[src/rtl/pc_sequencer_pkg.sv]
// Shared IF-stage definitions: sequencer state encoding, next-PC select codes
// and the default reset vector / sequential step.
package pc_sequencer_pkg;

    localparam logic [31:0] DEF_RESET_VECTOR = 32'h0000_0000;
    localparam logic [31:0] DEF_PC_STEP      = 32'd4;

    typedef enum logic [1:0] {
        ST_RUN      = 2'd0,
        ST_RET_WAIT = 2'd1,
        ST_FAULT    = 2'd2
    } state_e;

    typedef enum logic [2:0] {
        SEL_HOLD   = 3'd0,
        SEL_SEQ    = 3'd1,
        SEL_BRANCH = 3'd2,
        SEL_JUMP   = 3'd3,
        SEL_CALL   = 3'd4,
        SEL_RET    = 3'd5,
        SEL_STACK  = 3'd6
    } pc_sel_e;

endpackage

[src/rtl/pc_sequencer_if.sv]
// Control-flow event and return-stack signals between the IF-stage sequencer
// and its environment; the sequencer is the slave side.
interface pc_sequencer_if;
    logic        stall;
    logic        br_taken;
    logic [31:0] br_target;
    logic        jump;
    logic        call;
    logic        ret;
    logic [31:0] jmp_target;
    logic [31:0] stack_data;
    logic        stack_err;
    logic [31:0] pc;
    logic        stack_push;
    logic        stack_pop;
    logic [31:0] stack_pc;
    logic        fetch_valid;
    logic        fault;

    modport master (
        output stall, br_taken, br_target, jump, call, ret, jmp_target,
               stack_data, stack_err,
        input  pc, stack_push, stack_pop, stack_pc, fetch_valid, fault
    );

    modport slave (
        input  stall, br_taken, br_target, jump, call, ret, jmp_target,
               stack_data, stack_err,
        output pc, stack_push, stack_pop, stack_pc, fetch_valid, fault
    );
endinterface

[src/rtl/pc_sequencer_next_pc_mux.sv]
// Next-PC priority mux: picks the winning control-flow event for the current
// state and produces the PC to load on the next edge.
module next_pc_mux
    import pc_sequencer_pkg::*;
#(
    parameter logic [31:0] PC_STEP = DEF_PC_STEP
) (
    input  state_e      state,
    input  logic        stall,
    input  logic        ret,
    input  logic        call,
    input  logic        br_taken,
    input  logic        jump,
    input  logic [31:0] pc,
    input  logic [31:0] br_target,
    input  logic [31:0] jmp_target,
    input  logic [31:0] stack_data,
    output pc_sel_e     sel,
    output logic [31:0] pc_next
);

    always_comb begin
        sel = SEL_HOLD;
        unique case (state)
            ST_RUN: begin
                if (!stall) begin
                    if (ret)           sel = SEL_RET;
                    else if (call)     sel = SEL_CALL;
                    else if (br_taken) sel = SEL_BRANCH;
                    else if (jump)     sel = SEL_JUMP;
                    else               sel = SEL_SEQ;
                end
            end
            // the pop is already in flight, so stall cannot hold this load
            ST_RET_WAIT: sel = SEL_STACK;
            default:     sel = SEL_HOLD;
        endcase
    end

    always_comb begin
        pc_next = pc;
        case (sel)
            SEL_SEQ:             pc_next = pc + PC_STEP;
            SEL_BRANCH:          pc_next = br_target;
            SEL_JUMP, SEL_CALL:  pc_next = jmp_target;
            SEL_STACK:           pc_next = stack_data;
            default:             pc_next = pc;
        endcase
    end

endmodule

[src/rtl/pc_sequencer.sv]
// IF-stage PC sequencer: sequential fetch, branch/jump/call/return handling
// against an external return stack, and a sticky stack-fault state.
//
// state       | meaning
// ST_RUN      | fetching; events accepted when not stalled
// ST_RET_WAIT | pop issued, pc loads stack_data on the next edge
// ST_FAULT    | stack over/underflow seen; frozen until reset
module pc_sequencer
    import pc_sequencer_pkg::*;
#(
    parameter logic [31:0] RESET_VECTOR = DEF_RESET_VECTOR,
    parameter logic [31:0] PC_STEP      = DEF_PC_STEP
) (
    input logic            clk,
    input logic            reset,
    pc_sequencer_if.slave  bus
);

    state_e      state_q, state_d;
    logic [31:0] pc_q, pc_d;
    logic        fault_q, fault_d;
    pc_sel_e     sel;

    next_pc_mux #(.PC_STEP(PC_STEP)) u_next_pc_mux (
        .state      (state_q),
        .stall      (bus.stall),
        .ret        (bus.ret),
        .call       (bus.call),
        .br_taken   (bus.br_taken),
        .jump       (bus.jump),
        .pc         (pc_q),
        .br_target  (bus.br_target),
        .jmp_target (bus.jmp_target),
        .stack_data (bus.stack_data),
        .sel        (sel),
        .pc_next    (pc_d)
    );

    always_comb begin
        state_d = state_q;
        case (sel)
            SEL_RET:   state_d = ST_RET_WAIT;
            SEL_STACK: state_d = ST_RUN;
            default:   state_d = state_q;
        endcase
        // a stack error is a hard fault and overrides stall
        if (state_q != ST_FAULT && bus.stack_err) state_d = ST_FAULT;
        fault_d = (state_d == ST_FAULT);
    end

    always_ff @(posedge clk) begin
        if (reset) begin
            state_q <= ST_RUN;
            pc_q    <= RESET_VECTOR;
            fault_q <= 1'b0;
        end else begin
            state_q <= state_d;
            pc_q    <= pc_d;
            fault_q <= fault_d;
        end
    end

    assign bus.pc          = pc_q;
    assign bus.stack_pc    = pc_q + PC_STEP;
    assign bus.stack_push  = (sel == SEL_CALL);
    assign bus.stack_pop   = (sel == SEL_RET);
    assign bus.fetch_valid = (state_q == ST_RUN);
    assign bus.fault       = fault_q;

endmodule

[src/flat_wrapper.sv]
// flat-port wrapper written by rule: the top's interface ports become plain ports
module pc_sequencer_flat import pc_sequencer_pkg::*;
#(
    parameter logic [31:0] RESET_VECTOR = DEF_RESET_VECTOR,
    parameter logic [31:0] PC_STEP      = DEF_PC_STEP
)
  (clk, reset, bus_stall, bus_br_taken, bus_br_target, bus_jump, bus_call, bus_ret, bus_jmp_target, bus_stack_data, bus_stack_err, bus_pc, bus_stack_push, bus_stack_pop, bus_stack_pc, bus_fetch_valid, bus_fault);
  pc_sequencer_if bus_i ();
  input logic clk;
  input logic reset;
  input wire logic [$bits(bus_i.stall)-1:0] bus_stall;
  input wire logic [$bits(bus_i.br_taken)-1:0] bus_br_taken;
  input wire logic [$bits(bus_i.br_target)-1:0] bus_br_target;
  input wire logic [$bits(bus_i.jump)-1:0] bus_jump;
  input wire logic [$bits(bus_i.call)-1:0] bus_call;
  input wire logic [$bits(bus_i.ret)-1:0] bus_ret;
  input wire logic [$bits(bus_i.jmp_target)-1:0] bus_jmp_target;
  input wire logic [$bits(bus_i.stack_data)-1:0] bus_stack_data;
  input wire logic [$bits(bus_i.stack_err)-1:0] bus_stack_err;
  output wire logic [$bits(bus_i.pc)-1:0] bus_pc;
  output wire logic [$bits(bus_i.stack_push)-1:0] bus_stack_push;
  output wire logic [$bits(bus_i.stack_pop)-1:0] bus_stack_pop;
  output wire logic [$bits(bus_i.stack_pc)-1:0] bus_stack_pc;
  output wire logic [$bits(bus_i.fetch_valid)-1:0] bus_fetch_valid;
  output wire logic [$bits(bus_i.fault)-1:0] bus_fault;
  assign bus_i.stall = bus_stall;
  assign bus_i.br_taken = bus_br_taken;
  assign bus_i.br_target = bus_br_target;
  assign bus_i.jump = bus_jump;
  assign bus_i.call = bus_call;
  assign bus_i.ret = bus_ret;
  assign bus_i.jmp_target = bus_jmp_target;
  assign bus_i.stack_data = bus_stack_data;
  assign bus_i.stack_err = bus_stack_err;
  assign bus_pc = bus_i.pc;
  assign bus_stack_push = bus_i.stack_push;
  assign bus_stack_pop = bus_i.stack_pop;
  assign bus_stack_pc = bus_i.stack_pc;
  assign bus_fetch_valid = bus_i.fetch_valid;
  assign bus_fault = bus_i.fault;
  pc_sequencer #(.RESET_VECTOR(RESET_VECTOR), .PC_STEP(PC_STEP)) u_core (.clk(clk), .reset(reset), .bus(bus_i));
endmodule
[config.mk]
export PLATFORM = sky130hd
export DESIGN_NAME = pc_sequencer_flat
export DESIGN_NICKNAME = d
export VERILOG_FILES = /design/src/rtl/pc_sequencer_pkg.sv /design/src/rtl/pc_sequencer_if.sv /design/src/rtl/pc_sequencer_next_pc_mux.sv /design/src/rtl/pc_sequencer.sv /design/src/flat_wrapper.sv
export SDC_FILE = /design/constraint.sdc
export NUM_CORES = 1
export LEC_CHECK = 0
export BUFFER_PORTS_ARGS = -buffer_cell sky130_fd_sc_hd__buf_2
export CORE_ASPECT_RATIO = 0.6
export CORE_MARGIN = 2
export CORE_UTILIZATION = 41
export CTS_BUF_LIST = sky130_fd_sc_hd__clkbuf_16
export CTS_CLUSTER_SIZE = 8
export DETAILED_ROUTE_END_ITERATION = 7
export HOLD_SLACK_MARGIN = 0.15
export PLACE_DENSITY = 0.82
export SLEW_MARGIN = 30
export SYNTH_ARGS = -nofsm -noshare
export SYNTH_HDL_FRONTEND = slang
export SYNTH_SLANG_ARGS = --single-unit
[constraint.sdc]
create_clock -name clk -period 2.1 [get_ports clk]
set_input_delay 0.315 -clock clk [delete_from_list [all_inputs] [get_ports clk]]
set_output_delay 0.315 -clock clk [all_outputs]
set_load 0.02 [all_outputs]
-- Word level (Yosys, flattened, before mapping)
Cells that the tools add are included.
- bits in registers: 35
- $add $sub $neg: 1
- equality and inequality tests: 9
- mux-type cells: 9
- reduce and logical (&&, ||, !) cells: 4
- operators with widths (cell ; number):
    one-hot mux 32 bit (4 select lines) ; 1
    adder 32 x 3 -> 32 bit (second input constant) ; 1
    equality test 3 bit (second input constant) ; 3
    2-to-1 mux 3 bit ; 3
    equality test 3 x 2 -> 1 bit (second input constant) ; 2
    2-to-1 mux 2 bit ; 3
    one-hot mux 3 bit (2 select lines) ; 1
    one-hot mux 2 bit (2 select lines) ; 1
    nonzero test 4 bit ; 1
    equality test 3 x 1 -> 1 bit (second input constant) ; 1
    equality test 2 x 1 -> 1 bit (second input constant) ; 1
    equality test 2 bit (second input constant) ; 1
    zero test 2 bit ; 1
    inequality test 2 bit (second input constant) ; 1
    OR reduction 2 bit ; 1
    logical AND 1 bit ; 1

-- Depth between registers and ports, before layout
Gate-level depths: netlist of the first run.
- depth in word-level cells: 10
- mapped depth: 8
- depth with buffers taken out: 6

-- By module
Synthesis of the first run repeated with hierarchy kept, for this count alone.
- cell total of the unflattened synthesis: 416
- area total of the unflattened synthesis: 3191.8 um^2
- modules (own cells, without submodules) (module ; times used ; cells an instance ; area an instance (um^2) ; sequential area each (um^2)):
    pc_sequencer ; 1 ; 170 ; 1621.6 ; 700.7
    next_pc_mux ; 1 ; 246 ; 1570.3 ; 0.0

-- Worst setup path after synthesis of the first run
OpenSTA, ideal clock, no wires.
- path kind: flip-flop to output port
- start point: register u_core.pc_q[3], in the netlist u_core.bus.pc[3]
- end point: output bus_stack_pc[20]
- arrival: 1865 ps
- data required time: 1785 ps
- slack: -80 ps
- stages on the path, launching flop included: 7
- buffers on the path: 1
- cell sequence: dfxtp_1 ha_1 and2_1 clkbuf_1 nand4_1 nor2_1 xor2_1
- longest elaborated chain between the ends: 1
- ends and longest elaborated chain (element ; RTL line ; text):
    start: declaration ; pc_sequencer.sv:20 ; logic [31:0] pc_q, pc_d;
    start signal: assignment ; pc_sequencer.sv:58 ; pc_q <= pc_d;
    adder 32 x 3 -> 32 bit ; pc_sequencer.sv:64 ; assign bus.stack_pc = pc_q + PC_STEP;
    end: declaration ; flat_wrapper.sv:23 ; output wire logic [$bits(bus_i.stack_pc)-1:0] bus_stack_pc;
No other way between the ends.

-- Worst setup path in the final report of the first run
- start point: register u_core.pc_q[2], in the netlist u_core.bus.pc[2]
- end point: output bus_stack_pc[29]
The elaborated chain is that of the path after synthesis.

==> results.sh, run 1 <==
export IMPL_outcome="finished, violations left"
export IMPL_violations="negative setup slack"
export IMPL_drc=0
export IMPL_dp_hpwl_microns=8603
export IMPL_path_max_fanout=5
export IMPL_slowest_delay_ns=0.36
export IMPL_grt_antenna_before_repair=0
export IMPL_slew_headroom_pct=52.94
export IMPL_synth_most_common_cell="dfxtp_1"
export IMPL_cts_tree="done"
export IMPL_whs_ns=0.2255
export IMPL_synth_ff_type="dfxtp_1"
export IMPL_synth_top_area_share_pct=25.91
export IMPL_r2r_end="u_core.bus.pc[31]$_SDFFE_PP0P_"
export IMPL_wl_per_cell_microns=18.32
export IMPL_htreeDepth=2
export IMPL_synthToLayoutAreaGrowth_pct=64.23
export IMPL_setup_viol_count_final=6
export IMPL_rsz0062_at_grt="true"
export IMPL_clk_latency_ns=0.28
export IMPL_start_util_pct=43.27
export IMPL_vias=3779
export IMPL_r2r_cells=8
export IMPL_clock_sinks=35
export IMPL_grt_pass1_wl_microns=17280
export IMPL_drt_vias_per_instance=6.056
export IMPL_end_kind="output port"
export IMPL_dieArea_sq_mm=0.007282
export IMPL_syn_area_sq_mm=0.002704
export IMPL_use_met2_pct=51.80
export IMPL_met1_usage_pct=40.30
export IMPL_async_reset_ff_share_pct=0
export IMPL_place_port_buffers=171
export IMPL_clock_path_buffers=2
export IMPL_antennaDiodeCount=0
export IMPL_pre_cts_ws_ns=0.06070
export IMPL_ir_worst_vdd_uv=340.3
export IMPL_clock_skew_ns=0.007050
export IMPL_drtIter0Drc=309
export IMPL_busiest_layer="met2"
export IMPL_core_sq_mm=0.006248
export IMPL_finalWorstSetupSlack_ns=-0.06504
export IMPL_netlist_top_cells_count="dfxtp_1, a21oi_1, a222oi_1"
export IMPL_gp_congestion=0.9773
export IMPL_synth_cell_type_count=53
export IMPL_rows=22
export IMPL_cp_required_ns=1.78
export IMPL_first_global_vias=3449
export IMPL_stdcell_area_sq_mm=0.004441
export IMPL_slew_violations=0
export IMPL_cts_reportedPaths_clkPinSlew_ns=0.06
export IMPL_grt_usage_pct=30.99
export IMPL_cap_violations=0
export IMPL_p_leak_nw=2.156
export IMPL_synth_largest_area_cell="dfxtp_1"
export IMPL_fin_crit_sh_pct=103.1
export IMPL_hold_start="bus_stack_err"
export IMPL_ioPinCount=172
export IMPL_synth_area_per_cell_sq_um=8.169
export IMPL_postRouteAntennaNets=0
export IMPL_grtUsageMet3_pct=6.947
export IMPL_whs_endpoint="u_core.state_q[0]$_SDFF_PP0_"
export IMPL_crit_slowest_cell="dfxtp_4"
export IMPL_grt_max_degree=32
export IMPL_ctsRootBufferMaster="clkbuf_16"
export IMPL_worst_slew_pin_slew_ns=0.7033
export IMPL_dpl_cell_area_sq_mm=0.003827
export IMPL_fin_tns_setup_ns=-0.1694
export IMPL_max_freq_ghz=0.4619
export IMPL_synthCells=331
export IMPL_synth_seq_area_share_pct=25.91
export IMPL_synth_area_leaders="dfxtp_1, a222oi_1, xnor2_1, a21oi_1, xor2_1"
export IMPL_drive_gt1_share_pct=54.81
export IMPL_min_period_ns=2.165
export IMPL_overflow=0
export IMPL_drt_wl_total_microns=11430
export IMPL_dieHeight_microns=66.91
export IMPL_drt_pass1_iterations=6
export IMPL_hp_class="in2reg"
export IMPL_final_core_util_pct=71.07
export IMPL_synth_edf_count=0
export IMPL_cts_made_buffers=5
export IMPL_hold_buffers=0
export IMPL_cp_common_cell="buf_6"
export IMPL_cp_data_arrival_time_ns=1.85
export IMPL_hold_viol=0
export IMPL_r2r_slack_ns=0.16
export IMPL_reg2reg_from="u_core.bus.pc[2]$_SDFFE_PP0P_"
export IMPL_path_class="reg2out"
export IMPL_ys_ff_latch=35
export IMPL_die_x_microns=108.8
export IMPL_yosys_warnings=0
export IMPL_worstPathCellList="buf_6 -> nand3_4 -> nor4_4 -> buf_6 -> nand4_1 -> xnor2_2 -> buf_4"
export IMPL_synth_nets=436
export IMPL_min_path_cells=2
export IMPL_fin_nets=644
export IMPL_powerDensity_mw_per_mm2=480.4
export IMPL_startpoint_type="flop"
logic make-up after synthesis:
group                    synth area share [%]
flip-flops                              25.91
XOR/XNOR                                8.422
AO/OA/AOI/OAI                           35.49
AND/OR/NAND/NOR                         23.04
adder cells (fa/ha/maj)                0.4627
buffers and inverters                   6.663
power breakdown:
part | internal, mW | total (mW) | switching, mW
clock | 0.433 | 0.718 | 0.285
combinational | 0.293 | 0.660 | 0.367
sequential | 0.709 | 0.755 | 0.0463
total | 1.43 | 2.13 | 0.699
worst max-delay path: cells and delay by family (launching register included):
kind | cells | cell delay, ns
simple gates | 3 | 0.57
buf+inv | 3 | 0.45
flops | 1 | 0.36
xor+xnor | 1 | 0.18
area by class of cell:
type	count	area (sq um)
multi-input combinational	258	2064
clock inverter	3	16.27
sequential	35	720.7
inverter	6	22.52
fill	481	1808
timing repair buffer	233	1386
clock buffer	5	125.1
tap	84	105.1
timing repair:
| action | CTS | global route |
|---|---|---|
| pin swaps | 8 | 18 |
| endpoints found under the hold margin | 0 | 0 |
| buffers inserted | 11 | 11 |
| resized for setup | 19 | 61 |
| setup endpoints to repair | 19 | 21 |
cell usage in the layout (no fill, tap or decap), drive strengths merged, types with 5 or more instances in the layout:
| cell | instances |
|---|---|
| nor2 | 19 |
| a311oi | 6 |
| nor4 | 7 |
| o21ai | 8 |
| clkbuf | 5 |
| and2 | 5 |
| nand2 | 20 |
| and4 | 6 |
| inv | 7 |
| a21oi | 22 |
| xor2 | 11 |
| a211oi | 9 |
| a21o | 7 |
| a222oi | 22 |
| and3 | 7 |
| a31oi | 5 |
| dfxtp | 35 |
| buf | 233 |
| nand4 | 16 |
| nor3 | 5 |
| xnor2 | 15 |
| nand3 | 9 |
| a22oi | 10 |
worst max path at each step:
stage                                         startpoint                        endpoint  slack (ns)
after floorplan           u_core.bus.pc[10]$_SDFFE_PP0P_                bus_stack_pc[30]       0.009
after global placement                           bus_ret  u_core.bus.pc[17]$_SDFFE_PP0P_        0.10
after detailed placement   u_core.bus.pc[7]$_SDFFE_PP0P_                bus_stack_pc[29]        0.06
after CTS                  u_core.bus.pc[3]$_SDFFE_PP0P_                bus_stack_pc[15]       -0.08
after global routing       u_core.bus.pc[2]$_SDFFE_PP0P_                bus_stack_pc[29]       -0.11
final                      u_core.bus.pc[2]$_SDFFE_PP0P_                bus_stack_pc[29]       -0.07
sequential cells by signal, indices dropped and copies added, names as in the netlist:
signal            count
u_core.bus.fault      1
u_core.state_q        2
u_core.bus.pc        32
metal layers:
metal	vias to the layer above	routed length [microns]
met3	13	1264
met1	1793	4779
met5	-	0
met2	221	5270
li1	1752	-
met4	0	117
metrics by stage:
stage          cells  total power, mW
2_1_floorplan    331            1.088
3_3_place_gp     594            1.363
3_5_place_dp     594            1.375
4_1_cts          613            2.093
5_1_grt          624            2.224
6_report         624            2.133
Note: power is estimated with default switching activity, not from simulation.
==> inputs of run 2 (changes only) <==
RECOVER_POWER = 50   (was default)
==> results.sh, run 2 (synthesized netlist as in run 1, its figures left out) <==
export IMPL_final_core_util_pct=70.24
export IMPL_fillers=506
export IMPL_worstPathCellList="buf_6 -> nand3_4 -> nor4_4 -> buf_6 -> nand4_1 -> xnor2_2 -> buf_4"
export IMPL_clock_sinks=35
export IMPL_swShare_pct=33.09
export IMPL_path_buf_inv=3
export IMPL_dieArea_sq_mm=0.007282
export IMPL_antennaDiodeCount=0
export IMPL_rsz0062_at_grt="true"
export IMPL_place_port_buffers=171
export IMPL_drt_pass1_iterations=5
export IMPL_cts_made_buffers=5
export IMPL_clk_latency_ns=0.28
export IMPL_highest_signal_layer="met4"
export IMPL_dp_hpwl_microns=8603
export IMPL_drt_wl_total_microns=11410
export IMPL_pre_cts_ws_ns=0.06070
export IMPL_p_seq_share_pct=35.6
export IMPL_clock_path_buffers=2
export IMPL_clock_skew_ns=0.006435
export IMPL_max_freq_ghz=0.4613
export IMPL_drt_vias_per_instance=6.018
export IMPL_cp_required_ns=1.78
export IMPL_overflow=0
export IMPL_setup_viol_count_final=7
export IMPL_htreeDepth=2
export IMPL_ctsRootBufferMaster="clkbuf_16"
export IMPL_cap_violations=0
export IMPL_powerDensity_mw_per_mm2=483.7
export IMPL_startpoint_type="flop"
export IMPL_crit_family="simple AND/OR/NAND/NOR gates"
export IMPL_p_int_mw=1.421
export IMPL_first_global_vias=3449
export IMPL_min_period_ns=2.168
export IMPL_p_clk_share_pct=34.0
export IMPL_final_cell_mix="buf_2, buf_4, clkbuf_1"
export IMPL_dr_wl_met3_microns=1093
export IMPL_start_util_pct=43.27
export IMPL_slew_headroom_pct=52.21
export IMPL_p_comb_share_pct=30.5
export IMPL_cts_reportedPaths_clkPinSlew_ns=0.06
export IMPL_p_leak_nw=2.013
export IMPL_grt_pass1_wl_microns=17280
export IMPL_drive_gt1_share_pct=47.96
export IMPL_final_common_cell="buf_2"
export IMPL_fin_nets=644
export IMPL_dieHeight_microns=66.91
export IMPL_outcome="finished, violations left"
export IMPL_hold_viol=0
export IMPL_met1Wirelength_microns=4896
export IMPL_postRouteAntennaNets=0
export IMPL_wl_per_cell_microns=18.29
export IMPL_path_max_fanout=5
export IMPL_path_class="reg2out"
export IMPL_finalWorstSetupSlack_ns=-0.06772
export IMPL_met2_length_microns=5263
export IMPL_cts_tree="done"
export IMPL_cp_data_arrival_time_ns=1.85
export IMPL_core_sq_mm=0.006248
export IMPL_drc=0
export IMPL_end_kind="output port"
export IMPL_fin_tns_setup_ns=-0.2007
export IMPL_fin_crit_sh_pct=103.2
export IMPL_grt_usage_pct=30.99
export IMPL_hp_class="in2reg"
export IMPL_largest_register_ff_count=32
export IMPL_crit_slowest_cell="dfxtp_4"
export IMPL_gp_congestion=0.9773
export IMPL_die_x_microns=108.8
export IMPL_slowest_delay_ns=0.36
export IMPL_drtIter0Drc=345
export IMPL_grt_max_degree=32
export IMPL_ioPinCount=172
export IMPL_hold_buffers=0
export IMPL_rows=22
export IMPL_ir_worst_vdd_uv=339.3
export IMPL_slew_violations=0
export IMPL_synthToLayoutAreaGrowth_pct=62.33
export IMPL_worst_slew_pin_slew_ns=0.7142
export IMPL_violations="negative setup slack"
export IMPL_power_switching_mw=0.7025
export IMPL_cp_common_cell="buf_6"
export IMPL_vias=3755
export IMPL_grt_antenna_before_repair=0
run 2: path summary, 6_finish.rpt:
kind	startpoint	endpoint	slack, ns	cells after the start
min	bus_stack_err	u_core.state_q[0]$_SDFF_PP0_	0.22	2
max reg2reg	u_core.bus.pc[2]$_SDFFE_PP0P_	u_core.bus.pc[31]$_SDFFE_PP0P_	0.16	8
max	u_core.bus.pc[2]$_SDFFE_PP0P_	bus_stack_pc[29]	-0.07	7
min reg2reg	u_core.bus.pc[0]$_SDFFE_PP0P_	u_core.bus.pc[0]$_SDFFE_PP0P_	0.47	2
run 2: final cells by class:
class | count | area [sq um] | area share [%]
Sequential cell | 35 | 719.4 | 16.39
Clock buffer | 5 | 125.1 | 2.851
Clock inverter | 3 | 16.27 | 0.3706
Inverter | 6 | 22.52 | 0.5131
Tap cell | 84 | 105.1 | 2.395
Multi-Input combinational cell | 258 | 2064 | 47.04
Timing Repair Buffer | 233 | 1336 | 30.44
run 2: per-stage QoR:
step / hold WS [ns] / cells / power, mW / instance area (sq um)
6_report: 0.2246 / 624 / 2.123 / 4389
3_5_place_dp: 0.4654 / 594 / 1.375 / 3827
2_1_floorplan: 0.3943 / 331 / 1.088 / 2721
3_3_place_gp: 0.4655 / 594 / 1.363 / 3827
5_1_grt: 0.2412 / 624 / 2.211 / 4389
4_1_cts: 0.2280 / 613 / 2.093 / 4116
run 2: what timing repair did:
action	4_1_cts	5_1_grt
pin swaps	8	18
endpoints found under the setup margin	19	21
gates resized for setup	19	61
setup buffers	11	11
run 2: power groups by stage:
stage,clock network (mW),logic [mW],registers [mW]
6_report,0.721,0.647,0.755
5_1_grt,0.754,0.697,0.761
4_1_cts,0.720,0.625,0.748
3_5_place_dp,0,0.612,0.763
3_3_place_gp,0,0.603,0.760
2_1_floorplan,0,0.269,0.819
run 2: routing by layer:
layer	GRT usage (%)	up-vias
li1	-	1753
met5	0	-
met4	8.494	0
met3	6.947	16
met2	51.80	196
met1	40.30	1790
